`config.mk`:
```
export PLATFORM = sky130hd
export DESIGN_NAME = fetch_stage
export DESIGN_NICKNAME = d
export VERILOG_FILES = /design/src/rtl/fetch_stage.sv
export SDC_FILE = /design/constraint.sdc
export NUM_CORES = 1
export LEC_CHECK = 0
export BUFFER_PORTS_ARGS = -buffer_cell sky130_fd_sc_hd__clkbuf_2
export CAP_MARGIN = 20
export CORE_UTILIZATION = 55
export CTS_BUF_LIST = sky130_fd_sc_hd__clkbuf_16
export DETAILED_ROUTE_END_ITERATION = 10
export PLACE_DENSITY = 0.78
export SKIP_CTS_REPAIR_TIMING = 1
export SYNTH_ARGS = -nofsm -noshare
export SYNTH_HDL_FRONTEND = slang
export SYNTH_SLANG_ARGS = --single-unit
```
`constraint.sdc`:
```
create_clock -name clk -period 18.85 [get_ports clk]
set_input_delay 0.9425 -clock clk [delete_from_list [all_inputs] [get_ports clk]]
set_output_delay 0.9425 -clock clk [all_outputs]
set_load 0.02 [all_outputs]
```
`src/rtl/fetch_stage.sv`:
```
// fetch_stage: instruction-fetch front end, upstream of decode.
//
// Owns the PC and issues in-order fetches over a valid/ready request channel.
// Responses return in request order and may have any latency. Each response is
// paired with its PC from a tag queue and buffered in a small FIFO. The FIFO
// head is the IF/ID boundary.
//
// A redirect flushes the FIFO. Responses still in flight are counted in `drop`
// and discarded when they arrive. Requests are throttled by a credit rule, so
// every live in-flight response always has a FIFO slot waiting for it.
//
// Ports:
//   clk, reset                          clock; asynchronous active-high reset
//   imem_req_valid/ready/addr           fetch request channel (addr = pc)
//   imem_rsp_valid/data                 in-order instruction responses
//   stall                               decode holds the head entry
//   redirect_valid/redirect_pc          EX-stage redirect (highest priority)
//   id_valid/id_instr/id_pc/id_pc_plus4 FIFO head presented to decode
//
// Optional build macro FETCH_PERF_CNT_EN adds saturating counters
//   perf_fetched, perf_dropped and perf_stall_cycles.
module fetch_stage #(
    parameter int unsigned     XLEN            = 32,
    parameter logic [XLEN-1:0] RESET_PC        = '0,
    parameter int unsigned     FIFO_DEPTH      = 2,
    parameter int unsigned     MAX_OUTSTANDING = 2
) (
    input  logic            clk,
    input  logic            reset,
    output logic            imem_req_valid,
    input  logic            imem_req_ready,
    output logic [XLEN-1:0] imem_req_addr,
    input  logic            imem_rsp_valid,
    input  logic [31:0]     imem_rsp_data,
    input  logic            stall,
    input  logic            redirect_valid,
    input  logic [XLEN-1:0] redirect_pc,
    output logic            id_valid,
    output logic [31:0]     id_instr,
    output logic [XLEN-1:0] id_pc,
    output logic [XLEN-1:0] id_pc_plus4
`ifdef FETCH_PERF_CNT_EN
    ,
    output logic [31:0]     perf_fetched,
    output logic [31:0]     perf_dropped,
    output logic [31:0]     perf_stall_cycles
`endif
);

    localparam logic [31:0] NOP = 32'h0000_0013;
    localparam int FPW = (FIFO_DEPTH > 1) ? $clog2(FIFO_DEPTH) : 1;
    localparam int TPW = (MAX_OUTSTANDING > 1) ? $clog2(MAX_OUTSTANDING) : 1;
    localparam int FCW = $clog2(FIFO_DEPTH + 1);
    localparam int OCW = $clog2(MAX_OUTSTANDING + 1);

    logic [XLEN-1:0] pc;
    logic [OCW-1:0]  outstanding;
    logic [OCW-1:0]  drop;

    logic [XLEN-1:0] tag_mem [MAX_OUTSTANDING];
    logic [TPW-1:0]  tag_wr;
    logic [TPW-1:0]  tag_rd;

    logic [XLEN-1:0] fifo_pc    [FIFO_DEPTH];
    logic [31:0]     fifo_instr [FIFO_DEPTH];
    logic [FPW-1:0]  fifo_wr;
    logic [FPW-1:0]  fifo_rd;
    logic [FCW-1:0]  fifo_count;

    logic accept;
    logic fifo_push;
    logic fifo_pop;
    logic rsp_discard;

    function automatic logic [FPW-1:0] fifo_next(input logic [FPW-1:0] p);
        return (32'(p) == FIFO_DEPTH - 1) ? '0 : p + FPW'(1);
    endfunction

    function automatic logic [TPW-1:0] tag_next(input logic [TPW-1:0] p);
        return (32'(p) == MAX_OUTSTANDING - 1) ? '0 : p + TPW'(1);
    endfunction

    // Credit rule: live in-flight requests (outstanding minus those already
    // marked for discard) plus queued entries must leave a free FIFO slot.
    // Reset is folded in so that no request is shown while reset is held.
    always_comb begin
        imem_req_valid = !reset && !redirect_valid
                         && (32'(outstanding) < MAX_OUTSTANDING)
                         && (32'(outstanding - drop) + 32'(fifo_count) < FIFO_DEPTH);
    end

    assign imem_req_addr = pc;
    assign accept        = imem_req_valid && imem_req_ready;

    // A response landing in a redirect cycle belongs to the old path.
    assign rsp_discard = imem_rsp_valid && (redirect_valid || drop != '0);
    assign fifo_push   = imem_rsp_valid && !redirect_valid && drop == '0;
    assign fifo_pop    = id_valid && !stall && !redirect_valid;

    assign id_valid    = fifo_count != '0;
    assign id_instr    = id_valid ? fifo_instr[fifo_rd] : NOP;
    assign id_pc       = id_valid ? fifo_pc[fifo_rd] : '0;
    assign id_pc_plus4 = id_pc + XLEN'(4);

    always_ff @(posedge clk or posedge reset) begin
        if (reset) begin
            pc          <= RESET_PC;
            outstanding <= '0;
            drop        <= '0;
            tag_wr      <= '0;
            tag_rd      <= '0;
            fifo_wr     <= '0;
            fifo_rd     <= '0;
            fifo_count  <= '0;
        end else begin
            outstanding <= outstanding + OCW'(accept) - OCW'(imem_rsp_valid);
            if (accept)
                tag_wr <= tag_next(tag_wr);
            if (imem_rsp_valid)
                tag_rd <= tag_next(tag_rd);

            if (redirect_valid) begin
                pc         <= redirect_pc;
                drop       <= outstanding - OCW'(imem_rsp_valid);
                fifo_wr    <= '0;
                fifo_rd    <= '0;
                fifo_count <= '0;
            end else begin
                if (accept)
                    pc <= pc + XLEN'(4);
                if (imem_rsp_valid && drop != '0)
                    drop <= drop - OCW'(1);
                if (fifo_push)
                    fifo_wr <= fifo_next(fifo_wr);
                if (fifo_pop)
                    fifo_rd <= fifo_next(fifo_rd);
                case ({fifo_push, fifo_pop})
                    2'b10:   fifo_count <= fifo_count + FCW'(1);
                    2'b01:   fifo_count <= fifo_count - FCW'(1);
                    default: fifo_count <= fifo_count;
                endcase
            end
        end
    end

    // Storage needs no reset: entries are only visible through the count.
    always_ff @(posedge clk) begin
        if (accept)
            tag_mem[tag_wr] <= pc;
        if (fifo_push) begin
            fifo_pc[fifo_wr]    <= tag_mem[tag_rd];
            fifo_instr[fifo_wr] <= imem_rsp_data;
        end
    end

    a_no_fifo_overflow: assert property (@(posedge clk) disable iff (reset)
        !(fifo_push && !fifo_pop && 32'(fifo_count) == FIFO_DEPTH));

    a_no_orphan_rsp: assert property (@(posedge clk) disable iff (reset)
        !(imem_rsp_valid && outstanding == '0));

`ifdef FETCH_PERF_CNT_EN
    always_ff @(posedge clk or posedge reset) begin
        if (reset) begin
            perf_fetched      <= '0;
            perf_dropped      <= '0;
            perf_stall_cycles <= '0;
        end else begin
            if (fifo_push && perf_fetched != '1)
                perf_fetched <= perf_fetched + 32'd1;
            if (rsp_discard && perf_dropped != '1)
                perf_dropped <= perf_dropped + 32'd1;
            if (stall && id_valid && perf_stall_cycles != '1)
                perf_stall_cycles <= perf_stall_cycles + 32'd1;
        end
    end
`endif

endmodule

```
==> results of run 1 <==
==> critical path, cell delays in order (launching register included) <==
cell,delay [ps]
dfrtp_4,710
buf_4,740
nand3_1,310
a211oi_1,400
nand4_1,200
nor3_1,250
xnor2_1,150
clkbuf_2,190
==> report_power, final <==
part	total (mW)	leakage, nW	switching [mW]	internal (mW)
Clock	0.409	0.347	0.176	0.233
Sequential	0.662	2.25	0.0401	0.622
Combinational	0.314	2.11	0.197	0.117
Total	1.39	4.71	0.413	0.973
==> flip-flops by register name, summed over array words and instances, names as in the netlist <==
name and count:
fifo_instr 64, fifo_pc 64, tag_mem 64, imem_req_addr 32, drop 2, fifo_count 2
outstanding 2, fifo_rd 1, fifo_wr 1, tag_rd 1, tag_wr 1
==> final cells by class <==
class | instances | share of cell area, %
clock buffers | 23 | 4.66
clock inverters | 17 | 0.770
inverters | 21 | 0.638
multi-input cells | 468 | 27.7
flip-flops and latches | 234 | 55.2
well taps | 234 | 2.37
repair buffers | 208 | 8.61
==> routing by layer <==
layer / global-route usage (%) / up-vias
li1: - / 3221
met1: 31.6 / 3273
met2: 35.4 / 216
met3: 3.01 / 42
met4: 5.96 / 0
met5: 0 / -
==> per-stage QoR <==
stage                     util, %  cells  area [um2]
after CTS                    66.0   1205       12300
after global placement       62.4   1165       11700
after global routing         66.0   1205       12300
final                        66.0   1205       12300
after floorplan                 -    759       10500
after detailed placement     62.4   1165       11700
==> worst max-delay path by stage <==
stage,to,slack (ps),depth (start not counted)
floorplan,fifo_instr[1][0]$_DFFE_PP_,12210,3
global placement,outstanding[1]$_DFF_PP0_,14890,13
detailed placement,outstanding[1]$_DFF_PP0_,14760,13
CTS,id_pc_plus4[30],14410,7
global route,id_pc_plus4[30],14130,7
finish,id_pc_plus4[30],14470,7
==> layout by cell type, fill, tap and decap left out, types with 7 or more instances in the layout <==
cell type / instances
and3_1: 8
clkinv_1: 8
nand3b_1: 7
nor3_1: 9
a21oi_1: 11
nand2_1: 46
buf_4: 9
nand4_1: 16
clkbuf_16: 23
inv_1: 24
nand3_1: 33
mux2i_1: 65
nor2_1: 78
ha_1: 8
dfrtp_1: 41
xnor2_1: 21
o311ai_1: 7
o21ai_0: 22
mux2_2: 37
xor2_1: 29
edfxtp_1: 192
clkbuf_2: 199
==> cell families after synthesis <==
family	after synthesis
xor+xnor	50
compound gates	68
simple gates	237
buf+inv	57
flops	234
mux	103
fa+ha+maj	10
==> metrics.md, run 1 <==
| Metric | Value |
|---|---|
| WHS | between 500 and 600 ps |
| Die area | between 15000 and 20000 um2 |
| Area of the mapped netlist | 10500 um2 |
| Final period utilization | 23.3% |
| Synth area leaders | edfxtp_1 55%, dfrtp_1 10%, mux2i_1 6.2% |
| R2R Setup Slk | 14740 ps |
| Layout fillers | 1399 |
| Sequential cell area fraction in the yosys report | 64.9% |
| DIE WIDTH | 140 um |
| R2r startpoint | outstanding[0]$_DFF_PP0_ |
| Most frequent cell after synthesis | edfxtp_1 |
| Post-synthesis xor/xnor area fraction | under 10% |
| Commonest cells post-synth | 192 x edfxtp_1, 79 x nor2_1, 65 x mux2i_1 |
| Unrepaired setup endpoints after global routing | no |
| Cell accounting for the most synthesized area | edfxtp_1 |
| Clk sinks | about 230 |
| Status | finished clean |
| Clk_skew | 7.37 ps |
| IO Pins | 200 |
| Number of port buffers | between 150 and 200 |
| Routed vias/inst | 5.60 |
| CTS buffer count | 23 |
| Synth Area in Compound Gates | 4.62% |
| Final setup margin | 14470 ps |
| TritonCTS clock tree | done |
| Primary FF master, synth | edfxtp_1 |
| Mux cell area share after synthesis | about a tenth |
| Row cnt | 50 |
| Met3 routed WL | a little under 1000 um |
| Max-cap violation count | 0 |
| FMAX | approximately 230 MHz |
| Max_slew headroom | 24.8% |
| Simple-Gate Fraction of Synth Area | between 10% and 20% |
| CP Max Fanout | 52 |
| Overflow after GRT | 0 |
| Sequential cell area | around 6800 um2 |
| HP Start | tag_wr$_DFFE_PP0P_ |
| Clock slew at reported path FFs | around 60 ps |
| Fin. max-slew vios | 0 |
| Global Route Usage Sum | a little over a fifth |
| Cell Pwr Density | ~110 nW/um2 |
| DRC Markers | 0 |
| R2R depth | 13 |
| Async S/R FF share, synth | 17.9% |
| Die height | between 100 and 150 um |
| Synth top area share | a little over half |
| Worst-margin pin slew | roughly 1100 ps |
| DR top layer | met4 |
| Clock latency on the worst-skew pair | between 400 and 500 ps |
| Hold path depth | 1 |
| Main combinational cell family by area after synthesis | simple AND/OR/NAND/NOR gates |
| Fin crit period | between 4000 and 5000 ps |
| Critical Path AT | between 3000 and 4000 ps |
| Final setup viols | 0 |
| YS warnings | 0 |
| Drt pass-1 iters | 5 |
| Avg Cell Area, Syn | between 10 and 15 um2 |
| GP Congestion | 0.858 |
| Critical path capture point type | output pin |
| VDD IR max | between 0.08 and 0.09 mV |
| Leak | around 4.7 nW |
| Area taken by multi-input logic gates | 3420 um2 |
| Worst setup SP type | register |
| H-Tree Depth | 1 |
| Total Power | roughly 1.4 mW |
| Initial antenna violation count | 0 |
| Adder-Cell Fraction of Synth Area | 1.33% |
| Post-synth EDFFs | between 150 and 200 |
| Cells after Synth | approximately 760 |
| Mapped Nets | ~840 |
| Initial Util | roughly 56% |
| Final hold violations | 0 |
| Pre-CTS WS | roughly 15000 ps |
| End of the worst hold path | tag_wr$_DFFE_PP0P_ |
| Hold Path Class | reg2reg |
| Metal-1 WL | ~9700 um |
| Post-DP HPWL | between 10000 and 15000 um |
| Reg-to-reg critical path endpoint | outstanding[1]$_DFF_PP0_ |
| Synth unique cells | 56 |
| Largest net degree at the start of global routing | 65 |
| Initial drt markers | about 410 |
| Vias in the first global route | 6502 |
| Setup crit start | fifo_rd$_DFFE_PP0P_ |
| Share of layout cells above drive strength 1 | a little under a third |
| Routed wire length | 21200 um |
| Root buf cell | clkbuf_16 |
| CP required | roughly 18000 ps |
| Final antenna-violating net count | 0 |
| Routed vias | between 6000 and 7000 |
| Syn-to-layout area delta | 17.6% |
| Setup TNS | 0 ps |
| Met2 wire length | around 10000 um |
| Core ar. | between 15000 and 20000 um2 |
| Antenna cells | 0 |
| First-pass GRT wire length | 34000 um |
| CP Class | reg2out |
| Nets | between 1000 and 1500 |
| Seq cells post-synth | between 200 and 250 |
| DR WL/cell | 17.6 um |
| CTS Buffer Depth | 3 |
Power figures use the tool's default switching activity.
==> run 2, diff against run 1 <==
--- a/config.mk
+++ b/config.mk
@@ -5,12 +5,13 @@
 export SDC_FILE = /design/constraint.sdc
 export NUM_CORES = 1
 export LEC_CHECK = 0
+export ABC_AREA = 1
 export BUFFER_PORTS_ARGS = -buffer_cell sky130_fd_sc_hd__clkbuf_2
 export CAP_MARGIN = 20
-export CORE_UTILIZATION = 55
+export CORE_UTILIZATION = 51
 export CTS_BUF_LIST = sky130_fd_sc_hd__clkbuf_16
 export DETAILED_ROUTE_END_ITERATION = 10
-export PLACE_DENSITY = 0.78
+export PLACE_DENSITY = 0.76
 export SKIP_CTS_REPAIR_TIMING = 1
 export SYNTH_ARGS = -nofsm -noshare
 export SYNTH_HDL_FRONTEND = slang
==> constraint.sdc (replaced) <==
create_clock -name clk -period 3.6 [get_ports clk]
set_input_delay 0.18 -clock clk [delete_from_list [all_inputs] [get_ports clk]]
set_output_delay 0.18 -clock clk [all_outputs]
set_load 0.02 [all_outputs]
==> metrics.md, run 2 <==
| Metric | Value |
|---|---|
| Area taken by multi-input logic gates | between 3000 and 4000 um2 |
| VDD IR max | 0.432 mV |
| Row cnt | 53 |
| Worst-margin pin slew | 889 ps |
| Clock latency on the worst-skew pair | between 500 and 600 ps |
| Layout Utilization | about 65% |
| Routed wire length | approximately 26000 um |
| Clk sinks | between 200 and 250 |
| Overflow after GRT | 0 |
| Commonest cells post-synth | 400 x nand2_1, 192 x edfxtp_1, 84 x nand3_1 |
| Commonest non-fill, non-tap cell in the layout | nand2_1 |
| Syn-to-layout area delta | 23.2% |
| Clk_skew | 24.8 ps |
| Final antenna-violating net count | 0 |
| YS warnings | 0 |
| R2r startpoint | outstanding[0]$_DFF_PP0_ |
| Final hold violations | 2 |
| Cells after Synth | about 1100 |
| Most frequent cell after synthesis | nand2_1 |
| Net Sw Frac | 38.2% |
| Layout Cells excl Fill | between 1500 and 2000 |
| Fin. max-slew vios | 0 |
| Sequential cell area fraction in the yosys report | between 60% and 70% |
| Vias in the first global route | 7716 |
| Final period utilization | ~86% |
| Largest net degree at the start of global routing | 65 |
| Max-cap violation count | 0 |
| Max_slew headroom | between 40% and 50% |
| DR WL/cell | between 15 and 20 um |
| Seq cells post-synth | around 230 |
| Cell Pwr Density | roughly 690 nW/um2 |
| Sequential cell area | about 6800 um2 |
| R2R depth | 13 |
| Pint | slightly below 6 mW |
| Clock power frac | between 20% and 30% |
| Drt pass-1 iters | 5 |
| Placed cell count | approximately 1600 |
| Mapped Nets | ~1200 |
| WHS | -11.0 ps |
| CP Max Fanout | 36 |
| Combinational group share of total power | between 30% and 40% |
| Most frequent cells in the layout | 400 x nand2_1, 199 x clkbuf_2, 192 x edfxtp_1, 85 x inv_1, 84 x nand3_1 |
| End of the worst hold path | imem_req_addr[30]$_DFFE_PP0P_ |
| Setup TNS | 0 ps |
| R2R Setup Slk | around 560 ps |
| Critical Path AT | about 2900 ps |
| Root buf cell | clkbuf_16 |
| Die area | 22500 um2 |
| Area of the mapped netlist | about 11000 um2 |
| First-pass GRT wire length | 39100 um |
| Post-synth EDFFs | 192 |
| Reg power frac | a little under two fifths |
| Hold Path Class | in2reg |
| Synth area leaders | edfxtp_1 52%, nand2_1 13%, dfrtp_1 9.4% |
| Number of port buffers | 199 |
| Antenna cells | 0 |
| Final setup viols | 0 |
| DRC Markers | 0 |
| Nets | ~1400 |
| Global Route Usage Sum | between 20 and 25% |
| HP Start | redirect_pc[30] |
| Cell accounting for the most synthesized area | edfxtp_1 |
| Async S/R FF share, synth | 17.9% |
| DIE WIDTH | between 100 and 150 um |
| H-Tree Depth | 1 |
| Routed vias/inst | about 5.2 |
| Leak | 5.90 nW |
| Post-DP HPWL | 17300 um |
| Fin crit period | roughly 3100 ps |
| Switching power | between 3 and 4 mW |
| Largest registers | fifo_instr: 64 flops, fifo_pc: 64 flops, tag_mem: 64 flops |
| Unrepaired setup endpoints after global routing | no |
| Layout fillers | roughly 1700 |
| CP Class | reg2out |
| Synth unique cells | 36 |
| IO Pins | 200 |
| Avg Cell Area, Syn | 10.0 um2 |
| Core ar. | between 20000 and 25000 um2 |
| Hold path depth | 5 |
| Critical path capture point type | output pin |
| TritonCTS clock tree | done |
| Failing checks | hold timing |
| CTS Buffer Depth | 3 |
| CP required | between 3000 and 4000 ps |
| Reg-to-reg critical path endpoint | outstanding[1]$_DFF_PP0_ |
| Synth top area share | around half |
| Worst setup SP type | register |
| CTS buffer count | 24 |
| Initial Util | 52.6% |
| Clock slew at reported path FFs | approximately 70 ps |
| Primary FF master, synth | edfxtp_1 |
| Routed vias | 8578 |
| Initial drt markers | 614 |
| Share of layout cells above drive strength 1 | about a quarter |
| FMAX | between 300 and 400 MHz |
| Initial antenna violation count | 0 |
| Die height | roughly 150 um |
| GP Congestion | between 0.9 and 1 |
| Status | finished with violations |
run 2: changes by cell type in the layout (fill, tap and decap cells not counted), sizes merged, moves of 8 or more:
cell and change:
nand3 +60, dlygate4sd3 +58, nand4 -10, xnor2 -12
nor2 +11, a21oi +23, o21ai -14, nand2 +367
and3 -8, mux2i -65, nor4 -9, inv +66
run 2: metal layers:
metal / routed length, um / track usage (%)
met1: 11300 / 30.9
met2: 12200 / 36.2
met3: 1630 / 2.77
met4: 647 / 7.83
met5: 0 / 0
run 2: power groups by stage:
stage	Clock, mW	Combinational [mW]	Sequential (mW)
after floorplan	0	2.36	3.61
after global placement	0	3.26	3.63
after detailed placement	0	3.32	3.64
after CTS	2.51	3.34	3.59
after global routing	2.63	3.73	3.63
final	2.48	3.39	3.59
run 2: worst max-delay path: stages, from the launching register on:
cell,delay (ps)
dfrtp_2,770
or2_2,230
nand2_2,100
inv_1,140
ha_1,230
inv_1,110
nor2_4,190
nand2_2,150
nor2_2,140
xor2_1,150
clkbuf_2,180
run 2: final cells by class:
cell class / instances / area share, %
clock buffer: 25 / 4.55
clock inverter: 19 / 1.26
tap: 275 / 2.50
inverter: 87 / 2.41
sequential: 234 / 49.6
timing repair buffer: 270 / 12.2
multi-input combinational: 752 / 27.5
run 2: cell families (layout without fill, tap and decap cells):
logic type | Yosys count | count (layout) | synth area share [%]
AOI/OAI and AO/OA | 56 | 56 | 2.69
muxes | 32 | 32 | 3.23
DFF | 234 | 234 | 61.1
buffers and inverters | 127 | 401 | 5.19
xor gates and xnor gates | 31 | 31 | 2.43
and+or+nand+nor | 623 | 623 | 24.1
adders and majority gates | 10 | 10 | 1.26
run 2: worst max-delay path by stage:
stage	start	end	cells after the start
final	fifo_rd$_DFFE_PP0P_	id_pc_plus4[18]	10
after global routing	fifo_rd$_DFFE_PP0P_	id_pc_plus4[24]	11
after CTS	fifo_rd$_DFFE_PP0P_	id_pc_plus4[18]	10
after detailed placement	outstanding[0]$_DFF_PP0_	outstanding[1]$_DFF_PP0_	13
after global placement	outstanding[0]$_DFF_PP0_	outstanding[1]$_DFF_PP0_	13
after floorplan	outstanding[0]$_DFF_PP0_	tag_mem[0][0]$_DFFE_PP_	9
run 2: stage by stage:
stage                     power, mW  setup slack [ps]  hold WS [ps]  area, um2
final                          9.47               488         -11.0      13800
after global routing           9.98               170          3.85      13800
after CTS                      9.43               465          -180      13200
after detailed placement       6.96               575           363      12400
after global placement         6.88               643           363      12400
after floorplan                5.97              -281           267      11200
